===== src/rtl/iter_divider.sv =====
// Iterative 32-bit integer divider: signed/unsigned quotient or remainder,
// restoring radix-2, one quotient bit per cycle, with optional fast path
// for divide-by-zero and signed overflow.
//
// Handshake: div_ready is high only while idle; a request is taken on a
// rising edge where div_req=1, div_ready=1 and div_flush=0. div_valid is a
// single-cycle pulse in the DONE state (suppressed by div_flush) and
// div_result holds its value until the next completion.
module iter_divider #(
  parameter bit SPECIAL_BYPASS = 1'b1
) (
  input  logic        clk,
  input  logic        rst,
  input  logic        div_req,
  output logic        div_ready,
  input  logic [1:0]  div_type,
  input  logic [31:0] div_a,
  input  logic [31:0] div_b,
  input  logic        div_flush,
  output logic        div_valid,
  output logic [31:0] div_result,
  output logic [1:0]  dbg_state
);

  typedef enum logic [1:0] {
    SS_DIV = 2'b00,
    UU_DIV = 2'b01,
    SS_REM = 2'b10,
    UU_REM = 2'b11
  } div_type_t;

  typedef enum logic [1:0] {
    IDLE = 2'd0,
    CALC = 2'd1,
    DONE = 2'd2
  } state_t;

  state_t      state;
  logic [5:0]  count;
  logic [31:0] quo_q;    // dividend bits shifted out MSB first, quotient shifted in
  logic [31:0] rem_q;    // partial remainder, always below the divisor magnitude
  logic [31:0] dvsr_q;   // divisor magnitude
  logic        q_neg_q;
  logic        r_neg_q;
  logic        sel_rem_q;

  div_type_t   op;
  logic        is_signed;
  logic        want_rem;
  logic        a_neg;
  logic        b_neg;
  logic [31:0] a_mag;
  logic [31:0] b_mag;
  logic        b_zero;
  logic        ovf;
  logic        special;
  logic [31:0] special_res;
  logic [32:0] rem_shift;
  logic [32:0] diff;
  logic        take;
  logic [31:0] rem_nxt;
  logic [31:0] quo_nxt;
  logic [31:0] q_fin;
  logic [31:0] r_fin;
  logic [31:0] res_fin;

  assign div_ready = (state == IDLE);
  assign div_valid = (state == DONE) && !div_flush;
  assign dbg_state = state;

  // Operand decode at the accept point: magnitudes, signs and special cases.
  always_comb begin
    op          = div_type_t'(div_type);
    is_signed   = (op == SS_DIV) || (op == SS_REM);
    want_rem    = (op == SS_REM) || (op == UU_REM);
    a_neg       = is_signed && div_a[31];
    b_neg       = is_signed && div_b[31];
    a_mag       = a_neg ? (~div_a + 32'd1) : div_a;
    b_mag       = b_neg ? (~div_b + 32'd1) : div_b;
    b_zero      = (div_b == 32'd0);
    ovf         = is_signed && (div_a == 32'h8000_0000) && (div_b == 32'hFFFF_FFFF);
    special     = b_zero || ovf;
    special_res = 32'd0;
    if (b_zero) begin
      special_res = want_rem ? div_a : 32'hFFFF_FFFF;
    end else begin
      special_res = want_rem ? 32'd0 : 32'h8000_0000;
    end
  end

  // One restoring step plus sign fix-up of the would-be final values.
  always_comb begin
    rem_shift = {rem_q, quo_q[31]};
    diff      = rem_shift - {1'b0, dvsr_q};
    take      = !diff[32];
    rem_nxt   = take ? diff[31:0] : rem_shift[31:0];
    quo_nxt   = {quo_q[30:0], take};
    q_fin     = q_neg_q ? (~quo_nxt + 32'd1) : quo_nxt;
    r_fin     = r_neg_q ? (~rem_nxt + 32'd1) : rem_nxt;
    res_fin   = sel_rem_q ? r_fin : q_fin;
  end

  // Control FSM with datapath registers; flush wins over everything but reset.
  always_ff @(posedge clk or posedge rst) begin
    if (rst) begin
      state      <= IDLE;
      count      <= 6'd0;
      quo_q      <= 32'd0;
      rem_q      <= 32'd0;
      dvsr_q     <= 32'd0;
      q_neg_q    <= 1'b0;
      r_neg_q    <= 1'b0;
      sel_rem_q  <= 1'b0;
      div_result <= 32'd0;
    end else if (div_flush) begin
      state <= IDLE;
      count <= 6'd0;
    end else begin
      case (state)
        IDLE: begin
          if (div_req) begin
            count     <= 6'd0;
            quo_q     <= a_mag;
            rem_q     <= 32'd0;
            dvsr_q    <= b_mag;
            // Divide-by-zero must give an all-ones quotient regardless of sign.
            q_neg_q   <= (a_neg ^ b_neg) && !b_zero;
            r_neg_q   <= a_neg;
            sel_rem_q <= want_rem;
            if (SPECIAL_BYPASS && special) begin
              div_result <= special_res;
              state      <= DONE;
            end else begin
              state <= CALC;
            end
          end
        end
        CALC: begin
          quo_q <= quo_nxt;
          rem_q <= rem_nxt;
          count <= count + 6'd1;
          if (count == 6'd31) begin
            div_result <= res_fin;
            state      <= DONE;
          end
        end
        DONE: begin
          state <= IDLE;
        end
        default: begin
          state <= IDLE;
        end
      endcase
    end
  end

endmodule


===== config.mk =====
export PLATFORM = sky130hd
export DESIGN_NAME = iter_divider
export DESIGN_NICKNAME = d
export VERILOG_FILES = /design/src/rtl/iter_divider.sv
export SDC_FILE = /design/constraint.sdc
export NUM_CORES = 1
export LEC_CHECK = 0
export BUFFER_PORTS_ARGS = -buffer_cell sky130_fd_sc_hd__buf_2
export CAP_MARGIN = 10
export CORE_ASPECT_RATIO = 1.75
export CORE_MARGIN = 2
export CORE_UTILIZATION = 35
export CTS_CLUSTER_DIAMETER = 200
export DETAILED_ROUTE_END_ITERATION = 16
export GPL_TIMING_DRIVEN = 0
export SYNTH_ARGS = -nofsm -noshare
export SYNTH_HDL_FRONTEND = slang
export SYNTH_SLANG_ARGS = --single-unit

===== constraint.sdc =====
create_clock -name clk -period 6.92 [get_ports clk]
set_input_delay 0.346 -clock clk [delete_from_list [all_inputs] [get_ports clk]]
set_output_delay 0.346 -clock clk [all_outputs]
set_load 0.1 [all_outputs]

==> flow_summary.toml <==
[run_status]
outcome = "finished clean"

[layout]
final_common_cell = "o21ai_0"
final_area_um2 = 13600
syn_to_final_growth_pct = 14.9
antenna_cells = 0
nets = 1778
post-route-util_pct = 40.5
layout-drive-gt1-share_pct = 12.0
fillers = 3531
final_cell_mix = "o21ai_0, nand2_1, dfrtp_1"

[yosys]
synth_edf_count = 0
synthCells = 1542
ys_top_cells_by_area = "dfrtp_1, o21ai_0, nand2_1"
synth-main-ff-cell = "dfrtp_1"
syn_nets = 1651
syn-cell-area_um2 = 11800
synth_seq_cells = 139
yosysSeqAreaShare_pct = 29.4
async_reset_ff_share_pct = 100
synth_top_area_share_pct = 29.4
postSynthAreaPerCell_um2 = 7.67
yosysWarnings = 0
synth_top_cell_by_area = "dfrtp_1"
synthDistinctLibCells = 88

[timing]
slew_headroom_pct = 30.2
fin_setup_tns_ns = 0
hold_ws_ns = 0.186
setup_viol = 0
finClkSkew_ns = 0.0101
finalCritPeriodShare_pct = 95.2
worst_pin_slew_ns = 1.04
fin_crit_ns = 6.58
report.final.slew_viol_count = 0
setup_slack_ns = 0.335
finalHoldViolations = 0
rsz0062_at_grt = "false"
fmax_ghz = 0.152

[worst_setup_path]
path_class = "reg2reg"
worstPathCellList = "inv_1, ha_1, fa_1, nand2b_1, a21oi_4, o21a_1, o21ai_1, a31oi_2, xnor2_1, buf_2, clkbuf_4, buf_4, nand2_1, o21ai_0, ha_1, nand4_1, a21o_1, or4b_1, mux2_2, o21bai_1, o41a_1, xor2_1, a211oi_2"
rrSetupSlack_ns = 0.34
rr_worst_depth = 23
path_common_cell = "ha_1"
slowest_stage = "o41a_1"
critPathCaptureType = "flip-flop"
crit_arrival_ns = 6.96
worst-path-stages = 23
critPathMaxStageDelay_ns = 0.49
required_ns = 7.29
crit_path_start_kind = "flip-flop"
r2r_end = "div_result[30]"
critPathBufInv = 4
reg2reg_from = "quo_q[31]"
path_delay_family = "compound AO/OA/AOI/OAI gates"
worstSetupStartpoint = "quo_q[31]"
crit_end = "div_result[30]"
critical_path.max_fanout = 19

[cts]
cts_tree = "yes"
clkTransAtPathRegs_ns = 0.07
worstSkewPairLatency_ns = 0.46
htree_num_levels = 4
cts_sinks = 139
numCtsBuffers = 17
max-clock-path-buffers = 2
clockRootBuffer = "clkbuf_16"

[placement]
hpwlAfterDp_mm = 38.4
portBuffers = 105
dp_slack_ns = -0.0613
dpl_cell_area_um2 = 13000
gp_congestion = 0.960

[global_route]
grt_max_degree = 83
grt_util_all_layers_pct = 27.3
antenna_found_initial = 0
grt_pass1_vias = 12400
grt_pass1_wl_mm = 71.8
gr-total-overflow = 0

[power]
peakVddDrop_mv = 0.301
power_density_nw_per_um2 = 604
leakagePower_uw = 0.00554

[drt]
drt-initial-drc-count = 815
drt_first_pass_iters = 6
drtAntennaViolNets = 0
routed_wl_mm = 47.5
remaining_drc_errors = 0
viasPerCell = 5.82
wl_per_cell_um = 22.2
vias = 12400

[floorplanning]
io_pins = 106
die-area_um2 = 35300
initial_core_util_pct = 35.3
die_w_um = 143
core-area_um2 = 33500
die_h_um = 247
num_rows = 89

[worst_hold_path]
whs_path_depth = 3
min_path_type = "in2reg"

[run]
maxCapViolCount = 0
[cell usage after synthesis, types with 7 or more instances]
cell type,n
and2_1,9
o41ai_1,14
nor2_1,129
ha_1,38
or4_1,15
clkbuf_1,66
o21ai_0,201
mux2i_1,25
a31oi_1,9
dfrtp_1,139
o21ai_1,9
or2_2,9
a21oi_1,135
nand2b_1,13
a211oi_1,9
a21o_1,11
xnor2_1,68
nand3_1,18
nor4_1,16
o21a_1,9
nand4_1,21
nor3_1,26
o31ai_1,29
o211ai_1,18
buf_2,16
and3_1,7
o21bai_1,7
inv_1,59
xor2_1,69
nand2_1,197
o221ai_1,7
or3_1,19
[worst min path at each step]
stage,end,from,slack [ns]
detailed placement,rem_q[26],rst,0.45
global route,dvsr_q[1],div_b[1],0.21
floorplan,q_neg_q,div_type[0],0.44
finish,dvsr_q[1],div_b[1],0.19
CTS,dvsr_q[1],div_b[1],0.17
global placement,div_result[9],div_result[9],0.46
[metrics by stage]
stage               total power, uW  std cells
global route                   8760       2137
finish                         8200       2137
detailed placement             7110       2105
floorplan                      5550       1542
CTS                            8110       2138
global placement               7080       2102
[worst register-to-register path, stage by stage (launching register included)]
cell and delay [ns]:
dfrtp_1 0.41, inv_1 0.09, ha_1 0.22, fa_1 0.40
nand2b_1 0.24, a21oi_4 0.27, o21a_1 0.24, o21ai_1 0.19
a31oi_2 0.40, xnor2_1 0.20, buf_2 0.28, clkbuf_4 0.32
buf_4 0.36, nand2_1 0.11, o21ai_0 0.15, ha_1 0.31
nand4_1 0.18, a21o_1 0.26, or4b_1 0.47, mux2_2 0.30
o21bai_1 0.22, o41a_1 0.49, xor2_1 0.17, a211oi_2 0.22
[registers in the layout, indices dropped and copies added (netlist names)]
name and count:
count 6, dbg_state 2, div_result 32, dvsr_q 32
q_neg_q 1, quo_q 32, r_neg_q 1, rem_q 32
sel_rem_q 1
[report_power, final]
group / switching, uW / internal, uW
Clock: 445 / 516
Sequential: 420 / 1160
Combinational: 3880 / 1770
[metal layers]
layer | track usage (%) | vias up | wire length [um]
met4 | 29.1 | 0 | 5810
met5 | 0 | - | 0
met1 | 25.7 | 5870 | 15600
met2 | 47.7 | 523 | 23800
met3 | 4.05 | 211 | 2260
li1 | - | 5824 | -
[kinds of logic (layout without fill, tap and decap cells)]
logic type | Yosys count | in the layout | share of synthesized area, %
flops | 139 | 139 | 29.4
xor+xnor | 137 | 137 | 10.2
mux | 31 | 31 | 2.71
simple gates | 518 | 518 | 21.1
fa+ha+maj | 39 | 39 | 4.19
buf+inv | 149 | 289 | 5.03
compound gates | 529 | 529 | 27.4
[layout make-up]
type	count	area [um2]	area share (%)
repair buffers	109	576	4.24
plain buffers	88	364	2.68
inverters	60	235	1.73
well taps	455	569	4.19
flip-flops and latches	139	3480	25.6
clock buffers	17	425	3.13
multi-input cells	1254	7760	57.1
clock inverters	15	171	1.26
[repair_timing]
item | CTS | global route
hold buffers | 1 | 0
setup buffers | 0 | 0
hold endpoints to repair | 28 | 0
gates resized for setup | 1 | 2
setup endpoints to repair | 1 | 2
(Power assumes the default switching activity.)
